--- config.mk ---
export PLATFORM = sky130hd
export DESIGN_NAME = mipi_tx_raw10_pack
export DESIGN_NICKNAME = d
export VERILOG_FILES = /design/src/rtl/csi_raw10_pkg.sv /design/src/rtl/raw10_byte_fifo.sv /design/src/rtl/mipi_tx_raw10_pack.sv
export SDC_FILE = /design/constraint.sdc
export NUM_CORES = 1
export LEC_CHECK = 0
export ABC_AREA = 1
export BUFFER_PORTS_ARGS = -buffer_cell sky130_fd_sc_hd__buf_2
export CAP_MARGIN = 20
export CELL_PAD_IN_SITES_DETAIL_PLACEMENT = 1
export CELL_PAD_IN_SITES_GLOBAL_PLACEMENT = 1
export CORE_ASPECT_RATIO = 0.7
export CORE_UTILIZATION = 35
export DETAILED_ROUTE_END_ITERATION = 10
export GPL_TIMING_DRIVEN = 0
export PLACE_DENSITY_LB_ADDON = 0.1
export SETUP_SLACK_MARGIN = 0.5
export SYNTH_ARGS = -nofsm -noshare
export SYNTH_HDL_FRONTEND = slang
export SYNTH_SLANG_ARGS = --single-unit
--- constraint.sdc ---
create_clock -name clk_i -period 2.81 [get_ports clk_i]
set_input_delay 0.281 -clock clk_i [delete_from_list [all_inputs] [get_ports clk_i]]
set_output_delay 0.281 -clock clk_i [all_outputs]
set_load 0.02 [all_outputs]
--- src/rtl/csi_raw10_pkg.sv ---
// Shared RAW10 constants and the 4-pixel group byte packer used by both the
// transmit packer and the receive-side unpacker.
package csi_raw10_pkg;

   localparam int unsigned BYTES_PER_GROUP = 5;
   localparam int unsigned PIX_PER_GROUP   = 4;
   localparam int unsigned PIX_W           = 10;
   localparam int unsigned GROUP_W         = PIX_PER_GROUP * PIX_W;
   localparam int unsigned CNT_W           = 4;

   typedef enum logic [1:0] {
      StIdle,
      StFill,
      StFlush
   } pack_state_e;

   // Returns {B4, B3, B2, B1, B0}; B0 is the first byte on the wire.
   function automatic logic [39:0] raw10_pack_group(input logic [39:0] pix);
      logic [PIX_W-1:0] p0, p1, p2, p3;
      p0 = pix[39:30];
      p1 = pix[29:20];
      p2 = pix[19:10];
      p3 = pix[9:0];
      return {p3[1:0], p2[1:0], p1[1:0], p0[1:0], p3[9:2], p2[9:2], p1[9:2], p0[9:2]};
   endfunction

   function automatic logic [3:0] keep_mask(input logic [CNT_W-1:0] cnt);
      logic [3:0] mask;
      case (cnt)
         CNT_W'(0): mask = 4'b0000;
         CNT_W'(1): mask = 4'b0001;
         CNT_W'(2): mask = 4'b0011;
         CNT_W'(3): mask = 4'b0111;
         default:   mask = 4'b1111;
      endcase
      return mask;
   endfunction

endpackage

--- src/rtl/raw10_byte_fifo.sv ---
// Byte shift buffer: appends 5 bytes per push, removes up to 4 oldest bytes per pop.
// Bytes above the fill level are always zero, so the head word needs no masking.
module raw10_byte_fifo
   import csi_raw10_pkg::*;
#(
   parameter int unsigned MAX_BYTES = 9
) (
   input  logic                          clk_i,
   input  logic                          reset,
   input  logic                          clear,
   input  logic                          push,
   input  logic                          pop,
   input  logic [8*BYTES_PER_GROUP-1:0]  push_bytes,
   output logic [CNT_W-1:0]              count,
   output logic [CNT_W-1:0]              count_next,
   output logic [31:0]                   head
);

   localparam int unsigned DATA_W = 8 * MAX_BYTES;

   logic [DATA_W-1:0] data;
   logic [DATA_W-1:0] data_next;
   logic [DATA_W-1:0] shifted;
   logic [DATA_W-1:0] push_ext;
   logic [CNT_W-1:0]  base;

   always_comb begin
      shifted = pop ? (data >> 32) : data;
      if (!pop) begin
         base = count;
      end else if (count >= CNT_W'(4)) begin
         base = count - CNT_W'(4);
      end else begin
         base = '0;
      end
      push_ext = '0;
      push_ext[8*BYTES_PER_GROUP-1:0] = push_bytes;
      // New bytes land directly above whatever survives the pop.
      data_next  = push ? (shifted | (push_ext << {base, 3'b000})) : shifted;
      count_next = base + (push ? CNT_W'(BYTES_PER_GROUP) : '0);
      if (clear) begin
         data_next  = '0;
         count_next = '0;
      end
   end

   always_ff @(posedge clk_i) begin
      if (reset) begin
         data  <= '0;
         count <= '0;
      end else begin
         data  <= data_next;
         count <= count_next;
      end
   end

   assign head = data[31:0];

endmodule

--- src/rtl/mipi_tx_raw10_pack.sv ---
// RAW10 group packer: turns 4-pixel groups into CSI-2 RAW10 bytes emitted as
// 32-bit little-endian words, with per-line flush and word counting.
module mipi_tx_raw10_pack
   import csi_raw10_pkg::*;
#(
   parameter int unsigned MAX_BYTES = 9
) (
   input  logic                clk_i,
   input  logic                reset,
   input  logic                clear_i,
   input  logic                pix_valid_i,
   output logic                pix_ready_o,
   input  logic [GROUP_W-1:0]  pix_i,
   input  logic                pix_last_i,
   output logic                word_valid_o,
   input  logic                word_ready_i,
   output logic [31:0]         word_o,
   output logic [3:0]          word_keep_o,
   output logic                word_last_o,
   output logic [15:0]         line_words_o
);

   pack_state_e      state;
   pack_state_e      state_next;
   logic [CNT_W-1:0] count;
   logic [CNT_W-1:0] count_next;
   logic [15:0]      word_cnt;
   logic             flushing;
   logic             flush_next;
   logic             push;
   logic             pop;
   logic             final_pop;

   raw10_byte_fifo #(
      .MAX_BYTES (MAX_BYTES)
   ) u_fifo (
      .clk_i      (clk_i),
      .reset      (reset),
      .clear      (clear_i),
      .push       (push),
      .pop        (pop),
      .push_bytes (raw10_pack_group(pix_i)),
      .count      (count),
      .count_next (count_next),
      .head       (word_o)
   );

   assign flushing = (state == StFlush);

   always_comb begin
      // Accepting alongside a pop lets the pipeline run without bubbles mid-line.
      pix_ready_o = !flushing && ((count <= CNT_W'(3)) ||
                    ((count <= CNT_W'(7)) && word_valid_o && word_ready_i));
      push        = pix_valid_i && pix_ready_o && !clear_i;
      pop         = word_valid_o && word_ready_i && !clear_i;
      final_pop   = pop && word_last_o;
   end

   always_comb begin
      state_next = state;
      if (clear_i) begin
         state_next = StIdle;
      end else if (push && pix_last_i) begin
         state_next = StFlush;
      end else if (final_pop) begin
         state_next = StIdle;
      end else if (state != StFlush) begin
         state_next = (count_next != '0) ? StFill : StIdle;
      end
      flush_next = (state_next == StFlush);
   end

   always_ff @(posedge clk_i) begin
      if (reset) begin
         state        <= StIdle;
         word_valid_o <= 1'b0;
         word_keep_o  <= 4'b0000;
         word_last_o  <= 1'b0;
         word_cnt     <= '0;
         line_words_o <= '0;
      end else begin
         state        <= state_next;
         word_valid_o <= (count_next >= CNT_W'(4)) || (flush_next && (count_next != '0));
         word_keep_o  <= keep_mask(count_next);
         word_last_o  <= flush_next && (count_next != '0) && (count_next <= CNT_W'(4));
         if (clear_i) begin
            word_cnt <= '0;
         end else if (final_pop) begin
            line_words_o <= word_cnt + 16'd1;
            word_cnt     <= '0;
         end else if (pop) begin
            word_cnt <= word_cnt + 16'd1;
         end
      end
   end

endmodule

# After elaboration in Yosys (flattened, before gate mapping)

Index checks and enable logic that the tools add are counted.

Word-level logic and storage cells: 57
Flip-flop bits (word level): 116
Bits of input ports: 46
Output and inout bits: 55

Reduce and logical (&&, ||, !) cells: 20
Shift-type cells: 1
Multiplexer cells: 12
Order comparisons: 5
Bitwise operators: 2
Eq/ne operators: 6
$add $sub $neg: 3

Operators by type and width:

| operator                | number |
|---|---|
| $mux W72                | 2 |
| $or A72 B72 Y72         | 1 |
| $shl A40 B7 Y72         | 1 |
| $add A16 B1 Y16 const B | 1 |
| $pmux W4 S4             | 1 |
| $mux W4                 | 3 |
| $logic_and A1 B1 Y1     | 11 |
| $eq A4 B2 Y1 const B    | 2 |
| $ge A4 B3 Y1 const B    | 2 |
| $le A4 B3 Y1 const B    | 2 |
| $mux W2                 | 4 |
| $add A4 B4 Y4           | 1 |
| $eq A2 B2 Y1 const B    | 2 |
| $eq A4 B1 Y1 const B    | 1 |
| $le A4 B2 Y1 const B    | 1 |
| $logic_not A4 Y1        | 1 |
| $reduce_bool A4 Y1      | 1 |
| $sub A4 B3 Y4 const B   | 1 |
| $mux W3                 | 1 |
| $reduce_or A3 Y1        | 1 |
| $logic_not A1 Y1        | 2 |
| $logic_or A1 B1 Y1      | 2 |
| $ne A2 B2 Y1 const B    | 1 |
| $reduce_and A2 Y1       | 1 |
| other kinds (3)         | 3 |

# Longest topological paths before layout

Gate-level depths: netlist (run 1).

Word-level depth: 19
Mapped depth: 16
Depth with buffers taken out: 15

# Modules after synthesis

From an unflattened synthesis (run 1), not the netlist that was laid out.

Cell total of the unflattened synthesis: 1052
Area, all modules: 6776.5 um^2

Modules (own cells, without submodules):

| module             | seq. area each (um^2) | area an instance (um^2) | instances | cells an instance |
|---|---|---|---|---|
| raw10_byte_fifo    | 1521.5                | 4803.4                  | 1         | 772 |
| mipi_tx_raw10_pack | 800.8                 | 1973.1                  | 1         | 280 |

# Worst setup path before layout (run 1)

OpenSTA, ideal clock, no wires.

Path type: register to register
From: reg word_valid_o
To: reg word_valid_o
Stages on the path, launching flop included: 17
Arrival time: 2104 ps
Path slack: 592 ps
Path buffers: 1
Period minus slack after synthesis: 2218 ps
Cells stage by stage: dfxtp_1 nand2_1 nor2_4 buf_4 o21ai_0 o21ai_2 inv_1 ha_1 nand2_1 inv_1 nand3_1 nand2_1 nand2_1 nand3_1 nand3_1 nand2_1 nand2_1

Word-level cells in the longest chain between the ends: 18
Elaborated cells between the ends (all ways): 24
Those cells by class: add/sub: 1; order compare: 1; eq/ne: 1; mux: 8; reduce/logical: 13

Ends and longest elaborated chain:

| element                           | line                                               | text |
|---|---|---|
| start, declared                   | mipi_tx_raw10_pack.sv:15                           | `output logic word_valid_o,` |
| start signal, assigned            | mipi_tx_raw10_pack.sv:83                           | `word_valid_o <= (count_next >= CNT_W'(4)) \|\| (flush_next && (count_next != '0));` |
| $logic_and A1 B1 Y1 (2 in series) | mipi_tx_raw10_pack.sv:53                           | `((count <= CNT_W'(7)) && word_valid_o && word_ready_i));` |
| $logic_or A1 B1 Y1                | mipi_tx_raw10_pack.sv:52                           | `pix_ready_o = !flushing && ((count <= CNT_W'(3)) \|\|` |
| $logic_and A1 B1 Y1               | mipi_tx_raw10_pack.sv:52                           |  |
| $logic_and A1 B1 Y1 (2 in series) | mipi_tx_raw10_pack.sv:54                           | `push = pix_valid_i && pix_ready_o && !clear_i;` |
| $mux W3                           | raw10_byte_fifo.sv:40                              | `count_next = base + (push ? CNT_W'(BYTES_PER_GROUP) : '0);` |
| $add A4 B4 Y4                     | raw10_byte_fifo.sv:40                              |  |
| $mux W4                           | raw10_byte_fifo.sv:41                              | `if (clear) begin` |
| $reduce_bool A4 Y1                | mipi_tx_raw10_pack.sv:68, mipi_tx_raw10_pack.sv:83 |  |
| $mux W1                           | mipi_tx_raw10_pack.sv:68                           | `state_next = (count_next != '0) ? StFill : StIdle;` |
| $mux W2                           | mipi_tx_raw10_pack.sv:67                           | `end else if (state != StFlush) begin` |
| $mux W2                           | mipi_tx_raw10_pack.sv:65                           | `end else if (final_pop) begin` |
| $mux W2                           | mipi_tx_raw10_pack.sv:63                           | `end else if (push && pix_last_i) begin` |
| $mux W2                           | mipi_tx_raw10_pack.sv:61                           | `if (clear_i) begin` |
| $eq A2 B2 Y1                      | mipi_tx_raw10_pack.sv:70                           | `flush_next = (state_next == StFlush);` |
| $logic_and A1 B1 Y1               | mipi_tx_raw10_pack.sv:83                           |  |
| $logic_or A1 B1 Y1 *              | mipi_tx_raw10_pack.sv:83                           |  |

Every way passes the cells marked *; elsewhere a longest branch is shown, timed or not.
A chain may end at the register's enable or synchronous reset.

# Worst setup path after layout (run 1)

From: reg u_fifo.count[2]
To: reg state[0]

Word-level cells in the longest chain between the ends: 16
Elaborated cells between the ends (all ways): 22
Those cells by class: add/sub: 2; order compare: 3; mux: 9; reduce/logical: 8

Ends and longest elaborated chain:

| element                           | line                     | text |
|---|---|---|
| start, declared                   | raw10_byte_fifo.sv:14    | `output logic [CNT_W-1:0] count,` |
| start signal, assigned            | raw10_byte_fifo.sv:53    | `count <= count_next;` |
| $le A4 B3 Y1                      | mipi_tx_raw10_pack.sv:53 |  |
| $logic_and A1 B1 Y1 (2 in series) | mipi_tx_raw10_pack.sv:53 |  |
| $logic_or A1 B1 Y1                | mipi_tx_raw10_pack.sv:52 |  |
| $logic_and A1 B1 Y1               | mipi_tx_raw10_pack.sv:52 |  |
| $logic_and A1 B1 Y1 (2 in series) | mipi_tx_raw10_pack.sv:54 |  |
| $mux W3                           | raw10_byte_fifo.sv:40    |  |
| $add A4 B4 Y4                     | raw10_byte_fifo.sv:40    |  |
| $mux W4                           | raw10_byte_fifo.sv:41    |  |
| $reduce_bool A4 Y1                | mipi_tx_raw10_pack.sv:68 |  |
| $mux W1                           | mipi_tx_raw10_pack.sv:68 |  |
| $mux W2                           | mipi_tx_raw10_pack.sv:67 |  |
| $mux W2                           | mipi_tx_raw10_pack.sv:65 |  |
| $mux W2 *                         | mipi_tx_raw10_pack.sv:63 |  |
| $mux W2 *                         | mipi_tx_raw10_pack.sv:61 |  |
| end signal, assigned              | mipi_tx_raw10_pack.sv:75 | `state <= StIdle;` |
| end signal, assigned              | mipi_tx_raw10_pack.sv:82 | `state <= state_next;` |
| end, declared                     | mipi_tx_raw10_pack.sv:23 | `pack_state_e state;` |

Marks and branches as above.

==> summary.txt, run 1 <==
Run status
  • Outcome: finished, final reports clean

Clocking
  • CTS max path bufs: 2
  • H-tree depth: 4
  • CTS tree: yes
  • Clock sinks: 116
  • Later-pin clock latency in the skew report: 0.43 ns
  • Cts hold-fix bufs: 0
  • Root buf cell: clkbuf_16
  • Inserted Clock Buffers: 17
  • Clock slew at reported path FFs: 0.05 ns

Finish
  • Synth-to-layout area growth: 26.42%
  • Nets: 1013
  • # fillers: 2121
  • Layout cell share with drive strength beyond 1: 23.36%
  • Most frequent cells in the layout: 208 x nand2_1, 115 x buf_2, 113 x dfxtp_1
  • Diodes inserted: 0
  • Post-route insts no fill: 1201
  • Commonest non-fill, non-tap cell in the layout: nand2_1

Floorplan
  • Core area: 16540 um^2
  • Std cell rows: 39
  • Die Wd: 158.4 um
  • Initial core utilization: 36.22%
  • Die area: 17650 um^2
  • DIE HEIGHT: 111.5 um
  • I/O pin count: 101

Global route
  • Vias in the first global route: 5985
  • GR Overflow Total: 0
  • First-pass GRT wire length: 34.30 mm
  • Initial antenna violation count: 1
  • GRT Overall Usage: 26.70%
  • Largest net degree at the start of global routing: 17

Job
  • Max cap viols: 0

Timing
  • Crit share post-route: 79.77%
  • Final setup TNS: 0 ns
  • Slew HR: 47.35%
  • Fmax: 0.4461 GHz
  • Clock skew: 0.006820 ns
  • RSZ-0062 raised after global routing: no
  • Final Setup Violations: 0
  • Min cycle time layout: 2.241 ns
  • Fin. max-slew vios: 0
  • Worst Tran Pin Value: 0.7854 ns
  • Final Hold Fails: 0

Synthesis
  • Ranking of synthesized cells by area: dfxtp_1 39%, nand2_1 13%, a21oi_1 5.8%, nand3_1 5.8%, inv_1 5.4%
  • Syn Nets: 884
  • Yosys warning count: 0
  • Synthesized instance count: 834
  • Post-synth top area share: 38.76%
  • Post-Syn Area: 5991 um^2
  • Seq/Total Area, Yosys: 38.76%
  • Avg Inst Size Synth: 7.183 um^2
  • Netlist cell types: 34
  • Yosys reg bits: 116
  • Area leader, netlist: dfxtp_1

Worst setup path
  • Setup crit end kind: flop
  • Delay-heaviest family, CP: compound AO/OA/AOI/OAI gates
  • Largest fanout on the critical path: 10
  • Worst path most repeated cell: ha_2
  • Critical-path cell list: nor2_4 > buf_12 > a21boi_4 > buf_6 > ha_2 > ha_2 > o21ai_1 > nand3_2 > nand2_1 > nor2_1
  • CP Capture Point: state[0]
  • Max incr delay on CP: 0.38 ns
  • CP Class: flop to flop
  • Reg2Reg Depth: 10
  • Crit path arrival time: 2.56 ns
  • Worst Path Buf+Inv: 2
  • Reg2Reg Capture Point: state[0]
  • Reg2reg setup slack: 0.57 ns
  • Stages on the worst setup path: 10
  • Req. time, crit path: 3.13 ns
  • Nature of the critical path startpoint: flop
  • FF-to-FF Start: u_fifo.count[2]
  • Critical path launch point: u_fifo.count[2]
  • Crit-path slowest cell: dfxtp_2

Drt
  • Vias per std cell: 5.139
  • Final wirelength: 22.70 mm
  • Final ANT Viol Nets: 0
  • Routed via count: 6172
  • Drt wl/cell: 18.90 um
  • Residual DRC count: 0
  • 1st-iter DRT viols: 458
  • DR pass1 iterations: 4

Pwr
  • Clock network fraction of total power: 51.0%
  • Leak: 3.404 nW
  • Sequential share of power: 38.6%
  • Switching power total: 0.001119 W
  • Sw Ratio: 25.57%
  • Combinational share of power: 10.5%
  • Maximum VDD drop: 345.6 uV
  • PwrDens: 577.7 nW/um^2
  • P_int: 0.003257 W

Worst hold path
  • Worst Hold Class: input pin to flop
  • Hold wc startpoint: pix_last_i

Placed design
  • Routability congestion estimate from global placement: 0.9346
  • Placed Instances: 1159
  • I/O Buffers: 100
  • Detailed placer's ending HPWL: 16.82 mm
## worst min-delay path by stage
| stage | to | cells past startpoint |
|---|---|---|
| 3_5_place_dp | u_fifo.data[67] | 2 |
| 4_1_cts | state[1] | 3 |
| 5_1_grt | state[1] | 3 |
| 2_1_floorplan | u_fifo.data[64] | 2 |
| 3_3_place_gp | u_fifo.data[71] | 2 |
| 6_report | state[0] | 4 |
## kinds of logic after synthesis
group | synth area share [%]
buffers and inverters | 13.62
and+or+nand+nor | 24.33
DFF | 38.76
xor gates and xnor gates | 1.316
muxes | 5.347
adders and majority gates | 0.8355
AOI/OAI and AO/OA | 15.79
## metal layers
metal	part of all wire, %	track usage [%]	vias up
met5	0.057	0	-
met4	1.6	7.564	2
met3	6.9	7.201	36
met2	40	36.26	202
met1	51	40.37	2952
li1	-	-	2980
## cells in the mapped netlist
cell type	instances
buf_1	2
or2_1	1
o21ai_2	1
o21ai_1	8
nand4_1	12
o211ai_1	32
a22oi_1	8
or2_2	1
nor3_1	7
clkinv_1	1
nand2_1	210
buf_4	42
a31oi_1	8
mux2i_1	32
a21oi_1	69
inv_2	2
a31oi_2	1
xor2_1	9
ha_1	4
nand2_4	3
dfxtp_1	116
a21boi_2	1
nor2_2	3
nor2_4	1
o21ai_0	28
a211oi_1	1
buf_2	16
nand3_1	69
inv_1	86
nor2_1	34
o21a_1	1
nor3_2	1
o21bai_1	3
clkbuf_1	21
## registers in the layout, summed over array words and instances (netlist names)
name and count:
line_words_o 16, state 2, u_fifo.count 4, u_fifo.data 72, word_cnt 16, word_keep_o 4
word_last_o 1, word_valid_o 1
## repair_timing
item / in CTS / in global routing
gates resized for setup: 15 / 18
buffers inserted: 7 / 3
pin swaps: 3 / 6
endpoints found under the setup margin: 9 / 8
## stage by stage
step | setup WS [ns] | cell area [um^2] | power [W] | util [%] | hold WS [ns]
4_1_cts | 0.5098 | 7473 | 0.004381 | 45.18 | 0.1617
5_1_grt | 0.4984 | 7574 | 0.004534 | 45.78 | 0.1799
3_5_place_dp | 0.1721 | 6773 | 0.002139 | 40.94 | 0.4526
6_report | 0.5685 | 7574 | 0.004376 | 45.78 | 0.1804
3_3_place_gp | 0.2181 | 6773 | 0.002135 | 40.94 | 0.4453
2_1_floorplan | 0.5920 | 5991 | 0.001966 | - | 0.4328
## power groups by stage
stage / sequential (W) / clock (W) / combinational, W
2_1_floorplan: 0.00172 / 0 / 0.000242
3_3_place_gp: 0.00172 / 0 / 0.000414
3_5_place_dp: 0.00172 / 0 / 0.000418
4_1_cts: 0.00169 / 0.00226 / 0.000433
5_1_grt: 0.00169 / 0.00235 / 0.000493
6_report: 0.00169 / 0.00223 / 0.000459
## final cells by class
type	instances	area, um^2	share of cell area [%]
flip-flops and latches	116	2331	30.78
repair buffers	110	588.1	7.765
clock inverters	10	130.1	1.718
inverters	89	334.1	4.411
plain buffers	81	503.0	6.641
well taps	225	281.5	3.717
multi-input cells	548	2942	38.84
clock buffers	22	464.2	6.129
## worst register-to-register path: stages, from the launching register on
cell      delay [ns]
dfxtp_2         0.38
nor2_4          0.07
buf_12          0.13
a21boi_4        0.32
buf_6           0.22
ha_2            0.20
ha_2            0.29
o21ai_1         0.24
nand3_2         0.12
nand2_1         0.10
nor2_1          0.07
Power figures use the tool's default switching activity.
==> run 2: changes to the inputs <==
Clock period 2.81 ns to 2.1 ns, I/O delays scaled along.
==> run 2 against run 1 <==
Critical path depth increased by 4. Via count increased by 7.6%. Non-clock buffer count increased by 50. Sequential power increased by 34%. Maximum frequency increased by 12%. Worst setup slack got worse by 0.47 ns. Wire length increased by 16%. Die area unchanged. Power increased by 38%.
==> summary.txt, run 2 (same netlist as run 1, synthesis figures left out) <==
Timing
  • Fin. max-slew vios: 0
  • Min cycle time layout: 2.004 ns
  • Final Setup Violations: 0
  • Final WS setup: 0.09585 ns
  • Fmax: 0.4990 GHz
  • RSZ-0062 raised after global routing: yes
  • Crit share post-route: 95.44%
  • Final Hold Fails: 0
  • Clock skew: 0.009142 ns
  • Slew HR: 45.35%
  • Worst Tran Pin Value: 0.8198 ns
  • Final setup TNS: 0 ns

Pwr
  • Clock network fraction of total power: 47.8%
  • Maximum VDD drop: 447.7 uV
  • Combinational share of power: 14.8%
  • Sequential share of power: 37.4%
  • PwrDens: 655.0 nW/um^2
  • Switching power total: 0.001642 W
  • Leak: 3.997 nW
  • Sw Ratio: 27.20%
  • P_int: 0.004394 W

Global route
  • GR Overflow Total: 0
  • GRT Overall Usage: 29.43%
  • Initial antenna violation count: 0
  • Vias in the first global route: 6573
  • Largest net degree at the start of global routing: 17
  • First-pass GRT wire length: 38.43 mm

Clocking
  • CTS tree: yes
  • Root buf cell: clkbuf_16
  • Later-pin clock latency in the skew report: 0.43 ns
  • Clock slew at reported path FFs: 0.05 ns
  • H-tree depth: 4
  • Clock sinks: 116
  • Cts hold-fix bufs: 0
  • Inserted Clock Buffers: 17
  • CTS max path bufs: 2

Floorplan
  • DIE HEIGHT: 111.5 um
  • Std cell rows: 39
  • I/O pin count: 101
  • Die Wd: 158.4 um
  • Initial core utilization: 36.22%
  • Die area: 17650 um^2
  • Core area: 16540 um^2

Worst setup path
  • CP Class: flop to flop
  • Worst Path Buf+Inv: 5
  • Crit path arrival time: 2.37 ns
  • Setup crit end kind: flop
  • Worst path most repeated cell: ha_4
  • Crit-path slowest cell: dfxtp_4
  • Nature of the critical path startpoint: flop
  • Req. time, crit path: 2.47 ns
  • Largest fanout on the critical path: 3
  • Max incr delay on CP: 0.35 ns
  • Delay-heaviest family, CP: buffers and inverters
  • Critical-path cell list: buf_4 > a31oi_4 > nor2_4 > buf_6 > buf_12 > ha_4 > ha_4 > a21oi_4 > o21ai_4 > nor2_2 > inv_1 > nand2_2 > inv_2 > nand2_1

Placed design
  • Detailed placer's ending HPWL: 16.88 mm
  • Worst slack, placed: -0.2511 ns
  • Routability congestion estimate from global placement: 0.9097
  • I/O Buffers: 100

Finish
  • Nets: 1064
  • Synth-to-layout area growth: 53.82%
  • Reg with most FFs: u_fifo.data
  • Diodes inserted: 0
  • Commonest non-fill, non-tap cell in the layout: nand2_1
  • Max reg flops: 72
  • Most frequent cells in the layout: 143 x nand2_1, 109 x dfxtp_1, 103 x buf_2
  • Top flop regs: u_fifo.data: 72 flops, line_words_o: 16 flops, word_cnt: 16 flops
  • Layout cell share with drive strength beyond 1: 42.16%

Drt
  • DR pass1 iterations: 4
  • Final ANT Viol Nets: 0
  • Routed via count: 6643
  • Residual DRC count: 0
  • 1st-iter DRT viols: 469
  • Vias per std cell: 5.306
  • Drt wl/cell: 21.00 um
  • Final wirelength: 26.29 mm

Worst hold path
  • Worst Hold Class: input pin to flop

Run status
  • Outcome: finished, final reports clean

Job
  • Max cap viols: 0
## run 2: changes by cell type in the layout (fill, tap and decap cells not counted), moves of 25 or more
cell	delta
a21oi_2	+25
nand2_2	+34
buf_6	+29
nand2_4	+27
a21oi_1	-26
nand2_1	-65
## run 2: path summary, 6_finish.rpt
check / from / end / slack, ns / cells after the start
min: pix_last_i / state[0] / 0.10 / 4
min reg2reg: u_fifo.data[64] / u_fifo.data[64] / 0.46 / 2
max reg2reg: word_valid_o / word_valid_o / 0.1 / 14
max: word_valid_o / word_valid_o / 0.1 / 14
## run 2: routing by layer
layer | wire, um | up-vias | global-route usage [%] | share of wire (%)
li1 | - | 3080 | - | -
met1 | 12420 | 3232 | 43.11 | 47
met2 | 11410 | 291 | 42.34 | 43
met3 | 2019 | 40 | 7.396 | 7.7
met4 | 446 | 0 | 7.821 | 1.7
met5 | 0 | - | 0 | 0
## run 2: through the flow
step           cell area (um^2)  total power (W)  utilization [%]  cells  hold WS (ns)
5_1_grt                    9215         0.006217            55.71   1252        0.1561
6_report                   9215         0.006036            55.71   1252        0.1015
4_1_cts                    8631         0.005929            52.17   1238       0.07792
3_5_place_dp               6835         0.002865            41.32   1159        0.4564
2_1_floorplan              6053         0.002642                -    834        0.3843
3_3_place_gp               6835         0.002861            41.32   1159        0.4465
## run 2: layout make-up
class                   count  area [um^2]
multi-input cells         549         3734
well taps                 225        281.5
clock buffers              24        471.7
clock inverters             8        101.3
inverters                  89        349.1
repair buffers            160         1206
flip-flops and latches    116         2344
fillers                  1992         7327
plain buffers              81        728.2
## run 2: timing repair
item / 4_1_cts / 5_1_grt
pin swaps: 75 / 56
setup endpoints to repair: 94 / 116
cloned: 10 / 1
buffers inserted: 37 / 13
resized for setup: 226 / 135
## run 2: worst reg2reg max path, stage by stage, from the launching register on
cell and delay (ns):
dfxtp_4 0.35, buf_4 0.14, a31oi_4 0.16, nor2_4 0.07, buf_6 0.12, buf_12 0.12, ha_4 0.18, ha_4 0.18
a21oi_4 0.16, o21ai_4 0.09, nor2_2 0.11, inv_1 0.07, nand2_2 0.08, inv_2 0.05, nand2_1 0.05
## run 2: power groups by stage
stage	logic [W]	clock network (W)	registers (W)
after floorplan	0.000334	0	0.00231
after CTS	0.000770	0.00290	0.00226
after detailed placement	0.000560	0	0.00231
after global placement	0.000556	0	0.00230
final	0.000894	0.00288	0.00226
after global routing	0.000937	0.00302	0.00226
==> run 3: changes to the inputs <==
Settings changed: CORE_MARGIN set to 2.
==> run 3 against run 2 <==
Flip-flop and latch count did not move. First-iteration DRC count rose by 11%. Critical path depth rose by 2. Die area rose by 3.1%. Clock power fell by 5%. Clock skew fell by 0.0016 ns. Register-to-register slack got worse by 0.09 ns. Final area fell by 1.6%. Combinational power fell by 0.4%. Via count fell by 1.9%. Critical path type unchanged. Highest routed layer unchanged.
==> summary.txt, run 3 (same netlist as run 1, synthesis figures left out) <==
Worst setup path
  • FF-to-FF Start: word_valid_o
  • Reg2Reg Capture Point: word_last_o
  • Delay-heaviest family, CP: simple AND/OR/NAND/NOR gates
  • Crit path arrival time: 2.40 ns
  • Max incr delay on CP: 0.37 ns
  • Req. time, crit path: 2.41 ns
  • Worst path most repeated cell: nand2_2
  • Critical-path cell list: nand2_4 > nor2_4 > buf_8 > o21ai_4 > o21ai_4 > inv_2 > ha_4 > nand2_2 > inv_2 > nand3_2 > nand2_1 > nand2_2 > nand3_4 > nand3_4 > nand2_2 > nor2_1
  • Largest fanout on the critical path: 5
  • Reg2Reg Depth: 16
  • Crit-path slowest cell: dfxtp_4
  • Nature of the critical path startpoint: flop
  • Setup crit end kind: flop
  • CP Class: flop to flop
  • Stages on the worst setup path: 16
  • Worst Path Buf+Inv: 3
  • Critical path launch point: word_valid_o
  • CP Capture Point: word_last_o
  • Reg2reg setup slack: 0.01 ns

Clocking
  • Inserted Clock Buffers: 17
  • H-tree depth: 4
  • Clock sinks: 116
  • CTS max path bufs: 2
  • Clock slew at reported path FFs: 0.06 ns
  • CTS tree: yes
  • Root buf cell: clkbuf_16
  • Later-pin clock latency in the skew report: 0.42 ns

Placed design
  • Routability congestion estimate from global placement: 0.9099
  • Detailed placer's ending HPWL: 16.89 mm
  • I/O Buffers: 100

Drt
  • Final wirelength: 25.35 mm
  • 1st-iter DRT viols: 522
  • Drt wl/cell: 20.48 um
  • Routed via count: 6519
  • Vias per std cell: 5.266
  • DR pass1 iterations: 5
  • Residual DRC count: 0
  • Final ANT Viol Nets: 0

Timing
  • Final Setup Violations: 0
  • Final Hold Fails: 0
  • RSZ-0062 raised after global routing: yes
  • Slew HR: 40.56%
  • Crit share post-route: 99.53%
  • Min cycle time layout: 2.090 ns
  • Clock skew: 0.007570 ns
  • Fmax: 0.4784 GHz
  • Worst Tran Pin Value: 0.8915 ns
  • Fin. max-slew vios: 0

Global route
  • First-pass GRT wire length: 36.18 mm
  • Initial antenna violation count: 0
  • GR Util met3: 5.673%
  • Vias in the first global route: 6298
  • Met1 GRT Util: 39.27%
  • GR Overflow Total: 0
  • GR Util met2: 38.38%
  • GRT Overall Usage: 26.22%
  • Global route hottest layer: met1
  • Largest net degree at the start of global routing: 17

Finish
  • Nets: 1051
  • Commonest non-fill, non-tap cell in the layout: nand2_1
  • Most frequent cells in the layout: 140 x nand2_1, 108 x dfxtp_1, 105 x buf_2
  • Layout cell share with drive strength beyond 1: 43.34%
  • Finished Core Util: 54.82%
  • Diodes inserted: 0
  • Top flop regs: u_fifo.data: 72 flops, line_words_o: 16 flops, word_cnt: 16 flops
  • Max reg flops: 72
  • Reg with most FFs: u_fifo.data
  • Synth-to-layout area growth: 51.38%

Pwr
  • Maximum VDD drop: 517.1 uV
  • Final Power: 0.005886 W
  • Leak: 3.876 nW
  • PwrDens: 649.1 nW/um^2

Worst hold path
  • Worst Hold Class: input pin to flop

Floorplan
  • Core area: 16540 um^2
  • Die area: 18200 um^2
  • I/O pin count: 101
  • Std cell rows: 39
  • DIE HEIGHT: 113.5 um
  • Die Wd: 160.4 um
  • Initial core utilization: 36.22%

Job
  • Max cap viols: 0

Run status
  • Outcome: finished, final reports clean
[run 3: worst min-delay path by stage]
stage,from,to,depth (start not counted)
detailed placement,u_fifo.data[64],u_fifo.data[64],2
global placement,u_fifo.data[64],u_fifo.data[64],2
finish,pix_last_i,state[0],4
CTS,pix_last_i,state[0],4
floorplan,pix_i[32],u_fifo.data[0],2
global route,pix_last_i,state[1],3
[run 3: through the flow]
step                      setup WS [ns]  cells  TNS [ns]  cell area, um^2  hold slack, ns
after floorplan                  0.1414    834         0             6053          0.3843
after global placement          -0.2092   1159    -1.190             6835          0.4454
after detailed placement        -0.2172   1159    -1.233             6835          0.4526
after CTS                        0.1221   1219         0             8103         0.06415
after global routing           -0.09650   1238   -0.4933             9069          0.1341
final                          0.009866   1238         0             9069         0.08963
[run 3: where the power goes]
part,total [W],switching [W],internal [W]
Clock,0.00274,0.00107,0.00167
Sequential,0.00226,0.0000243,0.00223
Combinational,0.000890,0.000538,0.000352
Total,0.00589,0.00163,0.00426
[run 3: metal layers]
metal	wire, um	part of all wire, %
met5	0	0
met2	11150	44
met1	12210	48
met3	1740	6.9
met4	250	0.99
[run 3: cell type report]
class	instances	area, um^2
Inverter	89	339.1
Clock buffer	22	464.2
Timing Repair Buffer	147	1050
Fill cell	2017	7473
Buffer	81	709.4
Multi-Input combinational cell	549	3801
Tap cell	225	281.5
Sequential cell	116	2342
Clock inverter	9	81.33
[run 3: tightest hold or removal path, cell delays in order]
cell	delay [ns]
buf_2	0.08
nand2_1	0.07
nand4_1	0.07
nor2_1	0.04
[run 3: timing repair]
action,in CTS,in global routing
hold buffers,0,0
pin swaps,32,86
gates cloned,5,3
endpoints found under the setup margin,95,113
resized for setup,134,208
setup buffers,24,16
